[src/rtl/lsm_sequencer.sv]
// lsm_sequencer: load/store-multiple register sequencer.
//
// Walks the register list of an LDM/STM-style instruction lowest register first,
// presenting one register number and one memory address per transfer. It also
// computes the final base-register writeback value. The control unit drives it
// with a small command set and branches on LSM_DETECT / LSM_END.
//
// Ports
//   CLK         in   1   rising-edge clock
//   RESET       in   1   asynchronous active-low reset
//   IR          in  32   instruction: [15:0] register list, [24] P, [23] U
//   BASE        in  32   base register value
//   LSM_EN      in   1   command enable
//   LSM_IN      in   3   command: 000 NOP, 001 LOAD, 010 SCAN, 011 ADVANCE, 100 CLEAR
//   LSM_DETECT  out  1   next register found (REG_NUM valid)
//   LSM_END     out  1   register list exhausted
//   REG_NUM     out  4   register to transfer
//   ADDR        out 32   memory address for the current transfer
//   WB_ADDR     out 32   final base writeback value
//   COUNT       out  5   transfers completed
module lsm_sequencer (
    input  logic        CLK,
    input  logic        RESET,
    input  logic [31:0] IR,
    input  logic [31:0] BASE,
    input  logic        LSM_EN,
    input  logic [2:0]  LSM_IN,
    output logic        LSM_DETECT,
    output logic        LSM_END,
    output logic [3:0]  REG_NUM,
    output logic [31:0] ADDR,
    output logic [31:0] WB_ADDR,
    output logic [4:0]  COUNT
);

    typedef enum logic [1:0] {
        StIdle,
        StActive,
        StDone
    } state_e;

    localparam logic [2:0] CmdLoad    = 3'b001;
    localparam logic [2:0] CmdScan    = 3'b010;
    localparam logic [2:0] CmdAdvance = 3'b011;
    localparam logic [2:0] CmdClear   = 3'b100;

    state_e      state;
    logic [15:0] pending;
    logic [4:0]  n_regs;

    logic [4:0]  load_n;
    logic [31:0] load_bytes;
    logic [31:0] load_addr;
    logic [31:0] load_wb;
    logic [3:0]  first_reg;

    function automatic logic [4:0] popcount16(input logic [15:0] v);
        logic [4:0] c;
        c = '0;
        for (int i = 0; i < 16; i++) begin
            c = c + {4'd0, v[i]};
        end
        return c;
    endfunction

    // Scanning from the top down leaves the lowest set index in idx.
    function automatic logic [3:0] lowest_set(input logic [15:0] v);
        logic [3:0] idx;
        idx = '0;
        for (int i = 15; i >= 0; i--) begin
            if (v[i]) begin
                idx = 4'(i);
            end
        end
        return idx;
    endfunction

    // Start address and writeback for a LOAD. The start address is always the
    // lowest address of the block, so transfers ascend even for decrementing modes.
    always_comb begin
        load_n     = popcount16(IR[15:0]);
        load_bytes = {25'd0, load_n, 2'b00};
        load_addr  = BASE;
        load_wb    = BASE;
        unique case ({IR[24], IR[23]})
            2'b01: begin                                   // IA
                load_addr = BASE;
                load_wb   = BASE + load_bytes;
            end
            2'b11: begin                                   // IB
                load_addr = BASE + 32'd4;
                load_wb   = BASE + load_bytes;
            end
            2'b00: begin                                   // DA
                load_addr = BASE - load_bytes + 32'd4;
                load_wb   = BASE - load_bytes;
            end
            2'b10: begin                                   // DB
                load_addr = BASE - load_bytes;
                load_wb   = BASE - load_bytes;
            end
            default: begin
                load_addr = BASE;
                load_wb   = BASE;
            end
        endcase
        first_reg = lowest_set(pending);
    end

    always_ff @(posedge CLK or negedge RESET) begin
        if (!RESET) begin
            state      <= StIdle;
            pending    <= '0;
            n_regs     <= '0;
            LSM_DETECT <= 1'b0;
            LSM_END    <= 1'b0;
            REG_NUM    <= '0;
            ADDR       <= '0;
            WB_ADDR    <= '0;
            COUNT      <= '0;
        end else if (LSM_EN) begin
            case (LSM_IN)
                CmdLoad: begin
                    state      <= StActive;
                    pending    <= IR[15:0];
                    n_regs     <= load_n;
                    COUNT      <= '0;
                    LSM_DETECT <= 1'b0;
                    LSM_END    <= 1'b0;
                    ADDR       <= load_addr;
                    WB_ADDR    <= load_wb;
                end
                CmdScan: begin
                    if (state == StActive) begin
                        if (pending != 16'd0) begin
                            LSM_DETECT <= 1'b1;
                            REG_NUM    <= first_reg;
                        end else begin
                            LSM_DETECT <= 1'b0;
                            LSM_END    <= 1'b1;
                            state      <= StDone;
                        end
                    end
                end
                CmdAdvance: begin
                    // Only a reported register may be retired.
                    if (state == StActive && LSM_DETECT) begin
                        pending[REG_NUM] <= 1'b0;
                        ADDR             <= ADDR + 32'd4;
                        COUNT            <= COUNT + 5'd1;
                        LSM_DETECT       <= 1'b0;
                    end
                end
                CmdClear: begin
                    state      <= StIdle;
                    pending    <= '0;
                    n_regs     <= '0;
                    LSM_DETECT <= 1'b0;
                    LSM_END    <= 1'b0;
                    REG_NUM    <= '0;
                    ADDR       <= '0;
                    WB_ADDR    <= '0;
                    COUNT      <= '0;
                end
                default: ;
            endcase
        end
    end

    // n_regs is kept for debug visibility; the end condition uses pending directly.
    logic unused_bits;
    assign unused_bits = ^{IR[31:25], IR[22:16], n_regs};

endmodule
[config.mk]
export PLATFORM = sky130hd
export DESIGN_NAME = lsm_sequencer
export DESIGN_NICKNAME = d
export VERILOG_FILES = /design/src/rtl/lsm_sequencer.sv
export SDC_FILE = /design/constraint.sdc
export NUM_CORES = 1
export LEC_CHECK = 0
export CORE_MARGIN = 4
export CORE_UTILIZATION = 40
export DETAILED_ROUTE_END_ITERATION = 10
export SLEW_MARGIN = 20
export SYNTH_ARGS = -nofsm -noshare
export SYNTH_HDL_FRONTEND = slang
export SYNTH_SLANG_ARGS = --single-unit
export TNS_END_PERCENT = 20
[constraint.sdc]
create_clock -name CLK -period 3.3 [get_ports CLK]
set_input_delay 0.66 -clock CLK [delete_from_list [all_inputs] [get_ports CLK]]
set_output_delay 0.66 -clock CLK [all_outputs]
set_load 0.05 [all_outputs]
Word level (Yosys, flattened, before mapping). Index checks and enable logic that the tools add are counted. Widths: inputs -> output; s select.

Logic and storage cells: 106. Output and inout port bits: 75. Bits in registers: 93. Bits of input ports: 70.

Add/sub/neg operators: 21. Reduce and logical (&&, ||, !) cells: 21. Bitwise logic cells: 2. $lt $le $gt $ge: 2. Multiplexer cells: 40. Equality and inequality tests: 12.

Operators by type and width (number): $pmux 32 s2 (2); $pmux 32 s4 (1); $add 32x3->32 const B (3); $pmux 32 s3 (1); $mux 4 (18); $add 5x1->5 (11); $pmux 16 s3 (1); $add 32x7->32 (1); $mux 32 (1); $sub 32x7->32 (1); $and 16x16->16 (1); $mux 16 (1); $not 16->16 (1); $reduce_and 4->1 (4); $reduce_bool 16->1 (1); $pmux 5 s2 (1); $reduce_bool 3->1 (3); $ne 2x2->1 const B (4); $pmux 4 s2 (1); $reduce_bool 2->1 (4); $eq 3x2->1 const B (2); $mux 1 (6); $pmux 2 s3 (1); $reduce_and 3->1 (2); other kinds (20) (26).

Logic depth before layout (Yosys ltp).
Depth after elaboration: 19. Gate-level depth with buffers: 25. Mapped depth without buffers: 24.

Worst setup path after synthesis. OpenSTA, ideal clock, no wires.

Path kind: input to register. Start point: input IR[0]. End point: register ADDR[18]. Stages on the path: 22. Arrival: 6.741 ns. Slack: -3.584 ns. Path through: inv_1 fa_1 fa_1 fa_1 fa_1 inv_1 ha_1 fa_1 xor2_1 ha_1 clkbuf_1 or2_2 a211oi_1 nor4_2 xnor2_1 or4_1 buf_2 or2_4 nor4_4 xnor2_1 a222oi_1 o221ai_1.

Word-level cells in the longest chain between the ends: 19.

RTL lines: start: declaration (RTL line 24) `input logic [31:0] IR,`; $add 1x1->2 * (RTL line 61) `c = c + {4'd0, v[i]};`; $add 2x1->3 * (RTL line 61); $add 3x1->4 * (RTL line 61); $add 4x1->5 * (RTL line 61); $add 5x1->5 * (11 in series) (RTL line 61); $sub 32x7->32 * (RTL line 95, 99); $add 32x3->32 (RTL line 95) `load_addr = BASE - load_bytes + 32'd4;`; $pmux 32 s4 * (RTL line 85) `unique case ({IR[24], IR[23]})`; $pmux 32 s3 * (RTL line 122) `case (LSM_IN)`; end signal: assignment (RTL line 130) `ADDR <= load_addr;`; end signal: assignment (RTL line 149) `ADDR <= ADDR + 32'd4;`; end: declaration (RTL line 31) `output logic [31:0] ADDR,`.

Mark *: on every way between the ends. The rest lies on a longest branch, timed or not. A chain may end at the register's enable or synchronous reset.

Final worst setup path.
Start point: input IR[5]. End point: register pending[5].

Word-level cells in the longest chain between the ends: 1.

RTL lines: $pmux 16 s3 (RTL line 122); end signal: assignment (RTL line 125) `pending <= IR[15:0];`; end: declaration (RTL line 48) `logic [15:0] pending;`.

No other way between the ends.

==> impl_metrics.json <==
{
  "status": "complete, but fails checks",
  "violations": "setup timing",
  "clock.fmax_mhz": 153,
  "worstMarginPinSlew_ns": 0.766,
  "crit_cells": 51,
  "drtIter0Drc": 1045,
  "core_area_sq_mm": 0.0210,
  "r2r_slack_ns": 0.53,
  "yosys_warnings": 0,
  "clk_latency_ns": 0.37,
  "gp_congestion": 0.914,
  "grt_overflow": 0,
  "cp.required_ns": 3.58,
  "r2r_start": "ADDR[10]",
  "place_ws_ns": -4.10,
  "timing.rr.end": "ADDR[31]",
  "final_cells": 1797,
  "cp-endpoint": "pending[5]",
  "fin_ws_ns": -3.24,
  "wl_mm": 36.7,
  "synth.avg_cell_area_sq_um": 7.59,
  "setup-violations-final": 61,
  "io_pins": 145,
  "grt_pass1_vias": 10490,
  "cpMostUsedCell": "buf_4",
  "cts.clk_slew.worst_paths_ns": 0.08,
  "dp_cells": 1694,
  "grt_util_all_layers_pct": 30.9,
  "path_delay_family": "buffers and inverters",
  "hold_violations": 0,
  "layout-drive-gt1-share_pct": 33.8,
  "die_x_um": 154,
  "cts_buffers": 9,
  "cts_root_buffer": "clkbuf_16",
  "ant_nets": 0,
  "synth_seq_cells": 93,
  "htreeDepth": 3,
  "cts_tree": "built",
  "route.vias.total": 10673,
  "p_leak_nw": 5.77,
  "netlist_area_sq_mm": 0.00849,
  "cp-end-kind": "register",
  "avgRoutedWirePerCell_um": 20.4,
  "hold_class": "primary input to async pin",
  "cp_max_fo": 2,
  "place_area_sq_mm": 0.0118,
  "cts_sinks": 93,
  "yosysUniqueCellTypes": 71,
  "worst_path_max_delay_cell": "o21ai_4",
  "slew_viol_final": 0,
  "worst_r2r_path_depth": 10,
  "synth_top_flop_cell": "dfrtp_1",
  "antenna_found_initial": 0,
  "synth-async-reset-ratio_pct": 100,
  "path_class": "primary input to register",
  "die_area_sq_mm": 0.0236,
  "power_density_mw_per_mm2": 664,
  "syn-num-nets": 1223,
  "syn_to_final_growth_pct": 59.5,
  "cts-hold-fix-buffers": 0,
  "critPathBufInv": 50,
  "rows": 53,
  "synth_edf_count": 0,
  "rsz0062_at_grt": "true",
  "fin_skew_ns": 0.0178,
  "cts_max_path_buffers": 2,
  "antenna_cells": 0,
  "cap_violations": 0,
  "drc": 0,
  "grt_max_degree": 78,
  "cpPeakStageDelay_ns": 0.17,
  "numPortBuffers": 130,
  "hpwl_mm": 24.5,
  "final_nets": 1622,
  "crit_start": "IR[5]",
  "fin_crit_sh_pct": 198,
  "die_h_um": 154,
  "avgViaCountPerCell": 5.94,
  "slew_headroom_pct": 48.9,
  "syn_inst": 1118,
  "arrival_ns": 6.83,
  "grt_pass1_wl_mm": 58.7,
  "cp-start-kind": "primary input",
  "final_cell_area_sq_mm": 0.0135,
  "period_minus_slack_ns": 6.54,
  "start_util_pct": 40.5,
  "ir_worst_vdd_mv": 0.573,
  "ys_seq_area_share_pct": 27.4,
  "dr.pass1.iters": 7
}
## cells in the mapped netlist (20+ instances only)
| library cell | n | share of area [%] |
|---|---|---|
| nand2_1 | 134 | 5.9 |
| o21ai_0 | 122 | 7.2 |
| dfrtp_1 | 93 | 27 |
| nor2_1 | 86 | 3.8 |
| clkbuf_1 | 60 | 2.7 |
| a21oi_1 | 55 | 3.2 |
| inv_1 | 55 | 2.4 |
| nor3_1 | 47 | 2.8 |
| nand3_1 | 44 | 2.6 |
| xnor2_1 | 43 | 4.4 |
| xor2_1 | 33 | 3.4 |
| ha_1 | 23 | 3.4 |
| nand4_1 | 22 | 1.6 |
| nor4_1 | 20 | 1.5 |
## placed cells by master (no fill, tap or decap), types with 22 or more instances in the layout
cell	netlist	routed
nand4_1	22	22
o21ai_0	122	96
a21oi_1	55	45
nand3_1	44	35
nor3_1	47	39
buf_6	2	40
xnor2_1	43	37
nand2_1	134	129
xor2_1	33	29
clkdlybuf4s50_1	0	120
buf_4	0	297
nor2_1	86	77
dfrtp_1	93	93
o21ai_1	4	24
inv_1	55	42
## state kept, by name, summed over array words and instances (netlist names)
name,flops
ADDR,32
COUNT,5
LSM_DETECT,1
LSM_END,1
REG_NUM,4
WB_ADDR,32
pending,16
state,2
## worst min-delay path by stage
| stage | to | slack (ns) | cells past startpoint |
|---|---|---|---|
| after floorplan | ADDR[0] | 0.36 | 0 |
| after global placement | WB_ADDR[3] | 0.46 | 2 |
| after detailed placement | WB_ADDR[5] | 0.47 | 2 |
| after CTS | WB_ADDR[5] | 0.49 | 2 |
| after global routing | pending[15] | 0.39 | 1 |
| final | pending[15] | 0.33 | 1 |
## where the power goes
part           internal (mW)  switching, mW
logic                   2.73           3.38
clock network          0.531          0.574
registers               1.43          0.352
## cell families after synthesis
| kind of cell | count (synthesis) | share of synthesized area [%] |
|---|---|---|
| AOI/OAI and AO/OA | 330 | 24.7 |
| xor gates and xnor gates | 76 | 7.84 |
| adders and majority gates | 35 | 6.22 |
| buffers and inverters | 130 | 5.98 |
| DFF | 93 | 27.4 |
| muxes | 16 | 2.02 |
| and+or+nand+nor | 438 | 25.8 |
## metal layers
layer	GRT usage (%)	vias to the layer above	routed length, um
met1	43.4	5081	16100
met5	0	-	0
li1	-	4857	-
met3	5.15	120	3100
met4	13.9	0	1530
met2	46.7	615	16000
## layout make-up
type	instances	area [sq um]
clock buffer	10	229
tap	275	344
multi-input combinational	895	6440
fill	1783	7410
sequential	93	2330
inverter	57	229
clock inverter	6	55.1
timing repair buffer	461	3920
## timing repair
item                       4_1_cts  5_1_grt
pin swaps                       52       48
setup endpoints to repair       60       62
resized for setup              161       77
setup buffers                  110        7
## per-stage QoR
stage | setup TNS [ns] | hold slack [ns] | util [%] | power, mW
2_1_floorplan | -132.12 | 0.364 | - | 4.66
3_3_place_gp | -192.26 | 0.465 | 56.2 | 6.63
3_5_place_dp | -193.38 | 0.470 | 56.2 | 6.69
4_1_cts | -139.73 | 0.489 | 63.8 | 8.47
5_1_grt | -151.13 | 0.390 | 64.6 | 9.46
6_report | -141.38 | 0.327 | 64.6 | 8.99
No activity file was read; power rests on OpenSTA's default activity.
